File: config.mk
export PLATFORM = sky130hd
export DESIGN_NAME = instr_issue_fifo
export DESIGN_NICKNAME = d
export VERILOG_FILES = /design/src/rtl/instr_issue_fifo.sv
export SDC_FILE = /design/constraint.sdc
export NUM_CORES = 1
export LEC_CHECK = 0
export CAP_MARGIN = 10
export CELL_PAD_IN_SITES_DETAIL_PLACEMENT = 0
export CELL_PAD_IN_SITES_GLOBAL_PLACEMENT = 1
export CORE_MARGIN = 2
export CORE_UTILIZATION = 53
export CTS_CLUSTER_SIZE = 25
export DETAILED_ROUTE_END_ITERATION = 10
export PLACE_DENSITY = 0.85
export SYNTH_ARGS = -nofsm -noshare
export SYNTH_HDL_FRONTEND = slang
export SYNTH_SLANG_ARGS = --single-unit
File: constraint.sdc
create_clock -name clk -period 4.85 [get_ports clk]
set_clock_uncertainty 0.15 [all_clocks]
set_input_delay 1.455 -clock clk [delete_from_list [all_inputs] [get_ports clk]]
set_output_delay 1.455 -clock clk [all_outputs]
set_load 0.02 [all_outputs]
File: src/rtl/instr_issue_fifo.sv
// Instruction issue FIFO: buffers host instructions and issues them
// one per cycle to the decoder, stalling after MV_MUL until mvm_done.
//
// Ports:
//   clk, reset              clock, synchronous active-high reset
//   push_valid/push_instr   host enqueue request and data
//   push_ready              FIFO not full
//   start_chain             begin issuing (honoured in IDLE only)
//   mvm_done                outstanding MV_MUL complete
//   instr_out/instr_valid   registered instruction to decoder
//   chain_done              pulse with the issued END_CHAIN
//   busy                    FSM not IDLE
//   fifo_count              entries held (0..DEPTH)
//   overflow                sticky: push attempted while full
module instr_issue_fifo #(
  parameter int INSTR_WIDTH  = 24,
  parameter int OPCODE_WIDTH = 4,
  parameter int DEPTH        = 16,
  parameter int ADDR_W       = 4
) (
  input  logic                   clk,
  input  logic                   reset,
  input  logic                   push_valid,
  input  logic [INSTR_WIDTH-1:0] push_instr,
  output logic                   push_ready,
  input  logic                   start_chain,
  input  logic                   mvm_done,
  output logic [INSTR_WIDTH-1:0] instr_out,
  output logic                   instr_valid,
  output logic                   chain_done,
  output logic                   busy,
  output logic [ADDR_W:0]        fifo_count,
  output logic                   overflow
);

  localparam logic [INSTR_WIDTH-1:0] NOP =
    INSTR_WIDTH'(24'h700000);
  localparam logic [OPCODE_WIDTH-1:0] OP_MV_MUL =
    OPCODE_WIDTH'(4);
  localparam logic [OPCODE_WIDTH-1:0] OP_END =
    OPCODE_WIDTH'(12);
  localparam logic [ADDR_W:0] FULL = (ADDR_W+1)'(DEPTH);

  typedef enum logic [1:0] {
    IDLE,
    ISSUE,
    WAIT_MVM
  } state_t;

  state_t                  state;
  logic [INSTR_WIDTH-1:0]  mem [DEPTH];
  logic [ADDR_W-1:0]       wr_ptr;
  logic [ADDR_W-1:0]       rd_ptr;
  logic                    push_acc;
  logic                    pop;
  logic [INSTR_WIDTH-1:0]  head;
  logic [OPCODE_WIDTH-1:0] head_op;

  assign push_ready = (fifo_count != FULL);
  assign push_acc   = push_valid & push_ready;
  // Count is registered, so a word pushed into an empty
  // FIFO only becomes poppable on the following cycle.
  assign pop     = (state == ISSUE) && (fifo_count != '0);
  assign head    = mem[rd_ptr];
  assign head_op = head[INSTR_WIDTH-1 -: OPCODE_WIDTH];
  assign busy    = (state != IDLE);

  always_ff @(posedge clk) begin
    if (push_acc) begin
      mem[wr_ptr] <= push_instr;
    end
  end

  always_ff @(posedge clk) begin
    if (reset) begin
      state       <= IDLE;
      wr_ptr      <= '0;
      rd_ptr      <= '0;
      fifo_count  <= '0;
      overflow    <= 1'b0;
      instr_out   <= NOP;
      instr_valid <= 1'b0;
      chain_done  <= 1'b0;
    end else begin
      if (push_acc) begin
        wr_ptr <= wr_ptr + ADDR_W'(1);
      end
      if (pop) begin
        rd_ptr <= rd_ptr + ADDR_W'(1);
      end
      if (push_acc && !pop) begin
        fifo_count <= fifo_count + (ADDR_W+1)'(1);
      end else if (pop && !push_acc) begin
        fifo_count <= fifo_count - (ADDR_W+1)'(1);
      end
      if (push_valid && !push_ready) begin
        overflow <= 1'b1;
      end

      if (pop) begin
        instr_out   <= head;
        instr_valid <= 1'b1;
        chain_done  <= (head_op == OP_END);
      end else begin
        instr_out   <= NOP;
        instr_valid <= 1'b0;
        chain_done  <= 1'b0;
      end

      unique case (state)
        IDLE: begin
          if (start_chain) begin
            state <= ISSUE;
          end
        end
        ISSUE: begin
          if (pop && head_op == OP_MV_MUL) begin
            state <= WAIT_MVM;
          end else if (pop && head_op == OP_END) begin
            state <= IDLE;
          end
        end
        WAIT_MVM: begin
          if (mvm_done) begin
            state <= ISSUE;
          end
        end
        default: state <= IDLE;
      endcase
    end
  end

endmodule

* Word-level counts from Yosys, hierarchy flattened
Memories as Yosys holds them, arrays and structs flattened. A register that Yosys moved wholly into a read port is not among the register bits. Index checks and enable logic that the tools add are counted.
Cells by class: bitwise operators 2, reduce and logical (&&, ||, !) cells 15, add/subtract/negate cells 4, mux-type cells 12, equal/unequal tests 8
Operator list (number):
- $mux 5 | 2
- $add 4x1->4 const B | 2
- $mux 2 | 4
- $mux 4 | 2
- $logic_and 1x1->1 | 6
- $pmux 2 s3 | 1
- $add 5x1->5 const B | 1
- $ne 5x5->1 const B | 1
- $reduce_bool 5->1 | 1
- $sub 5x1->5 const B | 1
- $eq 4x3->1 const B | 1
- $eq 4x4->1 const B | 1
- $ne 2x2->1 const B | 2
- $reduce_bool 2->1 | 2
- $logic_not 1->1 | 3
- $mux 1 | 3
- $ne 3x1->1 const B | 1
- $reduce_and 3->1 | 1
- $eq 2x1->1 const B | 1
- $eq 2x2->1 const B | 1
- $logic_not 2->1 | 1
- $reduce_or 2->1 | 1
- $and 1x1->1 | 1
- $not 1->1 | 1
Storage, ports and cells: output and inout port bits 34, bits of input ports 29, memories kept 1, word-level logic and storage cells 50, RAM bits 384, flip-flop bits (word level) 42
Memory list:
- mem | depth 16, bits a word 24, rd ports 1, clocked after Yosys merged registers in 1, wr ports 1, RTL line 51 | logic [INSTR_WIDTH-1:0] mem [DEPTH];

* Depth between registers and ports, before layout
depth after elaboration 6, mapped depth 11, mapped depth without buffers 10

* Worst setup path before layout
No wires, ideal clock.
path type input to register, from input port push_valid, to memory mem[3][0] (enable), cell stages on the path 3, path slack 0.449 ns, required time 4.265 ns, library setup time 0.435 ns, data arrival time 3.816 ns, buffers on the path 0, cells stage by stage a21boi_1 -> nand2_1 -> nor3_1
On the way: longest elaborated chain between the ends 3
Ends and longest elaborated chain:
- from (decl) | RTL line 23 | input logic push_valid,
- $and 1x1->1 | RTL line 60 | assign push_acc = push_valid & push_ready;
- $mux 1 | RTL line 69 | if (push_acc) begin
- $mux 1 (implied by the code) | RTL line 70 | mem[wr_ptr] <= push_instr;
- to (decl) | RTL line 51
Every way passes these cells.

* Worst setup path after layout
from register fifo_count[0], to output port push_ready
On the way: longest elaborated chain between the ends 1
Ends and longest elaborated chain:
- from (decl) | RTL line 32 | output logic [ADDR_W:0] fifo_count,
- from (signal assigned) | RTL line 92 | fifo_count <= fifo_count + (ADDR_W+1)'(1);
- from (signal assigned) | RTL line 94 | fifo_count <= fifo_count - (ADDR_W+1)'(1);
- $ne 5x5->1 | RTL line 59 | assign push_ready = (fifo_count != FULL);
- to (decl) | RTL line 25 | output logic push_ready,
Every way passes these cells.

==> results.txt <==
Yosys top cell area share - 0.711
Initial Utilization - 0.534
Initial antenna violation count - 0
Worst reg2reg path depth - 10
Critical R2R Launch - fifo_count[0]
Filler Cells Inserted - 2060
DR iter-0 viols - 754
Total Routing Usage GR - 0.205
Reg2Reg Setup Slack - 1500 ps
Multi-input gate area - 0.00360 sq mm
R2r endpoint - fifo_count[4]
Sw Share - 0.237
Hold Startpoint - overflow
Worst Tran Pin Value - 922 ps
Cell internal pwr - 0.00679 W
Xor and xnor area share after synthesis - 0.00486
Hold depth - 2
Slowest CP cell - nor4_1
Fmax achieved - 0.256 GHz
Fin. max-slew vios - 0
Register area - 0.0125 sq mm
DP Worst Slack - 789 ps
N_diodes - 0
Req. time, crit path - 3240 ps
Final setup margin - 945 ps
Row count - 64
Max incr delay on CP - 730 ps
Post-synthesis sequential area ratio - 0.768
Die width - 179 microns
Synthesized instance count - 760
P&R area growth vs syn - 15.9%
Post-CTS resize count - 0
Max-cap violations - 0
IO Pins - 63
CTS tree - yes
Status - complete, no violations
Vias in the first global route - 7850
Post-DRT Antenna Nets - 0
Setup violators final - 0
Clock sink count - 430
Total Wirelength - 31200 microns
Total grt overflow - 0
Power Density - 473 mW/mm^2
Syn Std Cell Area - 0.0162 sq mm
Worst-path clk slew - 60 ps
Critical path class - reg2out
Adder-Cell Fraction of Synth Area - 0.00818
Clk pwr share - 0.353
GPL Wtd Cong - 0.763
Hold WC Path Type - reg2reg
CP arrival - 2300 ps
CTS Hold Bufs - 0
Nets - 895
Leading area contributor after synthesis - edfxtp_1
Critical-path cell list - nor4_1 -> nand2_1 -> clkdlybuf4s50_1
Main combinational cell family by area after synthesis - multiplexers
Simple-Gate Fraction of Synth Area - 0.0234
Clock Tree Root - clkbuf_16
Period utilization - 0.805
DR DRC count - 0
Vias/cell - 5.95
Core area - 0.0303 sq mm
Post-DP HPWL - 17600 microns
VDD IR-drop max - 0.330 mV
Routed len/inst - 24.3 microns
Leak pwr - 5.85 nW
Synth Flop Type - edfxtp_1
Post-synthesis cell type count - 38
Post-synthesis compound-gate area fraction - 0.0256
Clk_lat worst skew - 530 ps
Max clock buf depth - 3
Via count - 7640
Post-layout util - 0.619
EDFF count, synth - 384
Worst hold slack - 316 ps
CTS Buf Count - 42
RSZ-0062 raised after global routing - false
Mux contribution to synthesized area - 0.155
Die area - 0.0320 sq mm
Combinational power share - 0.157
Final Hold Fails - 0
First-pass GRT wire length - 47700 microns
Drt pass-1 iters - 7
Setup TNS - 0 ps
Number of port buffers - 62
Max FO, Critical Path - 5
Synthesized netlist net count - 799
Worst setup EP type - output port
Largest net degree at the start of global routing - 66
Post-synth ARST share - 0
Die Y - 179 microns
Max_slew headroom - 0.386
Share of cells above drive strength 1 - 0.232
Setup bufs post-CTS - 0
Sequential Power Share - 0.490
Hold Crit Endpoint - overflow
Synth area leaders - edfxtp_1 71%, mux4_2 13%, dfxtp_1 5.7%, a211oi_1 1.9%, mux2i_1 1.7%
Crit start category - flip-flop
Switching power - 0.00210 W
YS warnings - 0
Synthesized flop and latch total - 430
H-tree depth - 2
Mean post-synth cell area - 21.3 sq um
Fin crit period - 3910 ps
[synth_stat cells, types with 5 or more instances]
cell	n
edfxtp_1	384
mux4_2	96
dfxtp_1	46
a211oi_1	40
nor2_1	31
mux2i_1	28
nor2b_1	20
buf_2	17
clkbuf_1	16
nand2_1	10
ha_1	9
inv_1	7
a21oi_1	6
buf_4	6
xnor2_1	5
[per-layer routing]
metal,vias to the layer above,track usage,share of wire
met5,-,0,0
met2,256,0.349,0.51
met1,4010,0.276,0.41
li1,3327,-,-
met3,47,0.0318,0.062
met4,0,0.0593,0.021
[layout make-up]
type	instances	share of cell area
timing repair buffer	93	0.0467
clock buffer	57	0.0600
multi-input combinational	282	0.191
sequential	430	0.663
tap	396	0.0264
inverter	7	0.00140
clock inverter	18	0.0107
[cell families (layout without fill, tap and decap cells)]
logic type / count (synthesis) / in the layout
flip-flops: 430 / 430
multiplexers: 128 / 128
AND/OR/NAND/NOR: 78 / 78
AO/OA/AOI/OAI: 57 / 57
buffers and inverters: 48 / 175
adder cells (fa/ha/maj): 10 / 10
XOR/XNOR: 9 / 9
[worst max path at each step]
stage	end	slack [ps]	startpoint
4_1_cts	push_ready	920	fifo_count[0]
5_1_grt	push_ready	860	fifo_count[0]
6_report	push_ready	940	fifo_count[0]
3_5_place_dp	fifo_count[4]	790	push_valid
3_3_place_gp	fifo_count[4]	760	push_valid
2_1_floorplan	mem[3][0]	450	push_valid
[sequential cells by signal, indices dropped and copies added, names as in the netlist, 2 cells and up, named ones only]
signal and flops:
state 2, wr_ptr 4, fifo_count 5, rd_ptr 4, instr_out 24, mem 384
[cell usage in the layout, fill, tap and decap left out, drive strengths merged, types with 6 or more instances in the layout]
cell type	n
nor2	31
buf	31
nor2b	20
mux4	98
nand2	10
edfxtp	384
ha	9
inv	9
dfxtp	46
clkdlybuf4s50	62
a21oi	6
clkinv	10
a211oi	40
mux2i	28
clkbuf	57
[worst max-delay path, delay by kind of cell, from the launching register on]
kind,cells,cell delay [ps]
buf+inv,1,560
flops,1,370
simple gates,2,840
[stage by stage]
step / total power, W / cell area, sq um / instances
floorplan: 0.00544 / 16200 / 760
global placement: 0.00582 / 17500 / 1208
detailed placement: 0.00585 / 17500 / 1208
CTS: 0.00898 / 18800 / 1283
global route: 0.00924 / 18800 / 1283
finish: 0.00889 / 18800 / 1283
[power groups by stage]
stage / clock network (W) / logic (W) / registers, W
after detailed placement: 0 / 0.00141 / 0.00444
after floorplan: 0 / 0.00106 / 0.00438
after global routing: 0.00334 / 0.00151 / 0.00438
final: 0.00314 / 0.00140 / 0.00435
after CTS: 0.00320 / 0.00142 / 0.00436
after global placement: 0 / 0.00140 / 0.00443
(Power assumes the default switching activity.)
